File: src/rtl/sound_dac.sv
// 1-bit audio DAC: turns the 8-bit sound level into a pin stream for an RC filter,
// using either 256-step frame PWM or a first-order sigma-delta modulator.
module sound_dac #(
    parameter int unsigned DIV = 1
) (
    input  logic       clk,
    input  logic       rst_n,
    input  logic [7:0] sound,
    input  logic       mode,
    input  logic       mute,
    output logic       dac_out,
    output logic       frame_start
);

    localparam logic [15:0] DivLast = 16'(DIV - 1);

    logic [15:0] presc_q, presc_d;
    logic [7:0]  cnt_q, cnt_d;
    logic [7:0]  acc_q, acc_d;
    logic [7:0]  held_q, held_d;
    logic        mode_q;
    logic        dac_q, dac_d;
    logic        fs_q, fs_d;

    logic [7:0]  target;
    logic        ce;
    logic        mode_chg;
    logic        frame_end;
    logic [8:0]  sum;

    always_comb begin
        target    = mute ? 8'h00 : sound;
        ce        = (presc_q == DivLast);
        mode_chg  = (mode != mode_q);
        frame_end = (cnt_q == 8'hFF);
        sum       = {1'b0, acc_q} + {1'b0, held_q};
    end

    always_comb begin
        presc_d = ce ? 16'd0 : presc_q + 16'd1;
        cnt_d   = cnt_q;
        acc_d   = acc_q;
        held_d  = held_q;
        dac_d   = dac_q;
        fs_d    = 1'b0;

        if (mode_chg) begin
            // Restart both modulators cleanly so the new mode begins from a known state.
            presc_d = 16'd0;
            cnt_d   = 8'd0;
            acc_d   = 8'd0;
            held_d  = target;
            dac_d   = 1'b0;
        end else if (ce) begin
            cnt_d = cnt_q + 8'd1;
            fs_d  = frame_end;
            if (mode_q) begin
                held_d = target;
                acc_d  = sum[7:0];
                dac_d  = sum[8];
            end else begin
                dac_d = (cnt_q < held_q);
                // Latch only at the wrap so a frame never mixes two levels.
                if (frame_end) begin
                    held_d = target;
                end
            end
        end
    end

    always_ff @(posedge clk or negedge rst_n) begin
        if (!rst_n) begin
            presc_q <= 16'd0;
            cnt_q   <= 8'd0;
            acc_q   <= 8'd0;
            held_q  <= 8'd0;
            mode_q  <= 1'b0;
            dac_q   <= 1'b0;
            fs_q    <= 1'b0;
        end else begin
            presc_q <= presc_d;
            cnt_q   <= cnt_d;
            acc_q   <= acc_d;
            held_q  <= held_d;
            mode_q  <= mode;
            dac_q   <= dac_d;
            fs_q    <= fs_d;
        end
    end

    assign dac_out     = dac_q;
    assign frame_start = fs_q;

endmodule

File: config.mk
export PLATFORM = sky130hd
export DESIGN_NAME = sound_dac
export DESIGN_NICKNAME = d
export VERILOG_FILES = /design/src/rtl/sound_dac.sv
export SDC_FILE = /design/constraint.sdc
export NUM_CORES = 1
export LEC_CHECK = 0
export CORE_UTILIZATION = 65
export CTS_BUF_LIST = sky130_fd_sc_hd__clkbuf_4
export DETAILED_ROUTE_END_ITERATION = 10
export PLACE_DENSITY = 0.89
export SLEW_MARGIN = 20
export SYNTH_ARGS = -nofsm -noshare
export SYNTH_HDL_FRONTEND = slang
export SYNTH_SLANG_ARGS = --single-unit
export TNS_END_PERCENT = 1
File: constraint.sdc
create_clock -name clk -period 3.4 [get_ports clk]
set_input_delay 1.02 -clock clk [delete_from_list [all_inputs] [get_ports clk]]
set_output_delay 1.02 -clock clk [all_outputs]
set_load 0.02 [all_outputs]
==> run metrics <==
status=finished clean; total half-perimeter wirelength after legalization and detailed placement=3530 µm; number of buffers and inverters on the critical path=3; post-CTS setup repair buffer count=0; Static Leak=0.00130 µW; clock transition time at the flip-flop clock pins of the worst setup and hold paths=120 ps; post-synthesis instance area=0.00255 mm²; fmax=0.392 GHz; share of synthesized flip-flops with an asynchronous set or reset=100%; initial detailed-routing violation count=125; mean cell area of the mapped netlist=10.3 µm²; CP endpoint kind=register; cell row count=22; Routability Congestion=0.822; cell type with the highest occurrence count on the critical path=sky130_fd_sc_hd__nand2_4; synthesized instance count=248; TritonCTS clock tree=done; min setup slack post-route=849 ps; DRT Pass-1 Iters=4; setup violation total in the final timing report=0; total negative slack for setup checks=0 ps; share of the core filled with cells in the final layout=74.4%; number of diodes=0; total of cells resized after clock tree synthesis=0; die extent in y=64.6 µm; IO Count=14; path type of the worst min-delay path=reg -> reg; Final Instance Area=0.00277 mm²; worst-case setup slack after placement=464 ps; cell at the slowest stage of the critical path=sky130_fd_sc_hd__clkdlybuf4s50_1; reported max-cap violation count=0; RSZ-0062 raised after global routing=false; tightest hold margin=489 ps; maximum fanout along the worst path=16; DIE AREA=0.00417 mm²; ordered list of cells on the worst path=clkdlybuf4s50_1 > inv_1 > ha_1 > clkinv_1 > nand2_4 > nand2_4 > mux2_4; total number of nets in the final design=294; worst slew slack as a fraction of its limit=38.6%; Layout Area Growth over Synthesis=8.55%; total number of yosys warnings=0; net count after synthesis=280; commonest register cell after synthesis=sky130_fd_sc_hd__dfrtp_1; Pwr per Cell Area=392 mW/mm²; transition time at the pin with the least slew margin=921 ps; Floorplan Core Area=0.00372 mm²; required time worst endpoint=3660 ps; proportion of layout cells with a drive suffix above 1=7.98%; count of nets left with antenna violations after detail routing=0; Post-synth EDFFs=0; area share of the largest cell type after synthesis=42.2%; final critical delay including setup and external delays=2550 ps; clock latency of the later-clocked register in the worst-skew pair=370 ps; initial core utilization=68.6%; maximum cell stage delay along the critical path=480 ps; global-route wire length before repair=8300 µm; worst vdd rail ir drop=0.000317 V; vias after detailed routing=1832; aggregate routed wire length=4760 µm; number of antenna violations at the first check in global routing=0; count of final hold-check violations=0; number of hold buffers added after CTS=0; final worst path period share=75.0%; Startpoint Class=input pin; Crit path arrival time=2810 ps; CTS sink count=43; total cell area at the placement stage=0.00271 mm²; Port Buffer Count=13; synthesized flop and latch total=43; gr usage total=27.1%; Avg WL per Cell=15.3 µm; type of the worst setup path=in -> reg; number of fill cells in the layout=268; vias per cell=5.89; total global routing overflow=0; number of buffers created by CTS=5; post-synthesis cell type with the largest combined area=sky130_fd_sc_hd__dfrtp_1; maximum number of pins on one net before global-route repair=44; setup skew after layout=11.6 ps; top area cells in the synthesized netlist=sky130_fd_sc_hd__dfrtp_1, sky130_fd_sc_hd__ha_1, sky130_fd_sc_hd__xor2_1; chip width=64.6 µm; clock root buffer=sky130_fd_sc_hd__clkbuf_4; vias in the first global route=1758; Top Family by Delay on Critical Path=buffers and inverters; number of levels the H-tree was split into=2; Bufs on Longest Clock Path=2; final slew viol count=0; fraction of the yosys area taken by sequential cells=42.2%; Unique masters post-synth=43; DRC errors left=0
## report_power, final
group	switching, µW	total (µW)	internal [µW]
combinational	131	243	112
sequential	36.8	586	549
clock	166	254	87.8
total	334	1080	749
## final timing paths
kind                                  from          to  slack, ps  depth (start not counted)
worst max-delay path                  mode   held_q[0]        850                          7
worst min-delay path            presc_q[0]  presc_q[0]        490                          1
worst max register to register   held_q[0]     dac_out       1310                          7
worst min register to register  presc_q[0]  presc_q[0]        490                          1
max in group asynchronous            rst_n    acc_q[2]       2050                          1
min in group asynchronous            rst_n  presc_q[2]        780                          1
## layout make-up
type	count	area, µm²	area share [%]
repair buffers	14	133	4.80
multi-input cells	186	1390	50.4
well taps	48	60.1	2.17
flip-flops and latches	43	1080	38.9
clock buffers	6	45.0	1.63
inverters	12	45.0	1.63
clock inverters	2	12.5	0.452
## registers in the layout, indices dropped and copies added, names as in the netlist
name / flops
dac_out: 1
cnt_q: 8
held_q: 8
mode_q: 1
presc_q: 16
frame_start: 1
acc_q: 8
## cells in the mapped netlist, types with 6 or more instances
| library cell | instances |
|---|---|
| sky130_fd_sc_hd__a21oi_1 | 7 |
| sky130_fd_sc_hd__and3_1 | 6 |
| sky130_fd_sc_hd__dfrtp_1 | 43 |
| sky130_fd_sc_hd__ha_1 | 19 |
| sky130_fd_sc_hd__inv_1 | 11 |
| sky130_fd_sc_hd__mux2i_1 | 8 |
| sky130_fd_sc_hd__nand2_1 | 17 |
| sky130_fd_sc_hd__nand2b_1 | 7 |
| sky130_fd_sc_hd__nand3_1 | 12 |
| sky130_fd_sc_hd__nor2_1 | 25 |
| sky130_fd_sc_hd__o21ai_0 | 9 |
| sky130_fd_sc_hd__xnor2_1 | 8 |
| sky130_fd_sc_hd__xor2_1 | 17 |
## worst register-to-register path: stages, from the launching register on
cell                       delay, ps
sky130_fd_sc_hd__dfrtp_1         440
sky130_fd_sc_hd__ha_1            250
sky130_fd_sc_hd__fa_1            420
sky130_fd_sc_hd__nand3_1         110
sky130_fd_sc_hd__a21oi_1          70
sky130_fd_sc_hd__a211o_1         280
sky130_fd_sc_hd__a211oi_1        320
sky130_fd_sc_hd__o41ai_2         110
## cells in the final DEF (no fill, tap or decap), types with 8 or more instances in the layout
cell type / synthesis / layout
sky130_fd_sc_hd__mux2i_1: 8 / 8
sky130_fd_sc_hd__xnor2_1: 8 / 8
sky130_fd_sc_hd__clkdlybuf4s50_1: 0 / 12
sky130_fd_sc_hd__xor2_1: 17 / 17
sky130_fd_sc_hd__o21ai_0: 9 / 9
sky130_fd_sc_hd__nor2_1: 25 / 25
sky130_fd_sc_hd__dfrtp_1: 43 / 43
sky130_fd_sc_hd__nand2_1: 17 / 17
sky130_fd_sc_hd__inv_1: 11 / 11
sky130_fd_sc_hd__ha_1: 19 / 19
sky130_fd_sc_hd__nand3_1: 12 / 12
## per-stage QoR
stage | std cells | total power [µW]
2_1_floorplan | 248 | 762
3_3_place_gp | 303 | 825
3_5_place_dp | 303 | 836
4_1_cts | 311 | 1090
5_1_grt | 311 | 1150
6_report | 311 | 1080
## per-layer routing
| metal | GRT usage (%) | vias to the layer above | routed length [µm] |
|---|---|---|---|
| met5 | 0 | - | 0 |
| met4 | 12.8 | 0 | 138 |
| met3 | 6.34 | 10 | 175 |
| met2 | 41.7 | 31 | 2260 |
| met1 | 36.3 | 885 | 2180 |
| li1 | - | 906 | - |
## cells by family (layout without fill, tap and decap cells)
logic type / count (synthesis) / count (layout) / share of synthesized area (%)
buffers and inverters: 19 / 34 / 3.05
flip-flops: 43 / 43 / 42.2
multiplexers: 9 / 9 / 3.73
AO/OA/AOI/OAI: 39 / 39 / 10.9
adder cells (fa/ha/maj): 20 / 20 / 10.1
AND/OR/NAND/NOR: 93 / 93 / 21.4
XOR/XNOR: 25 / 25 / 8.60
(Power assumes the default switching activity.)
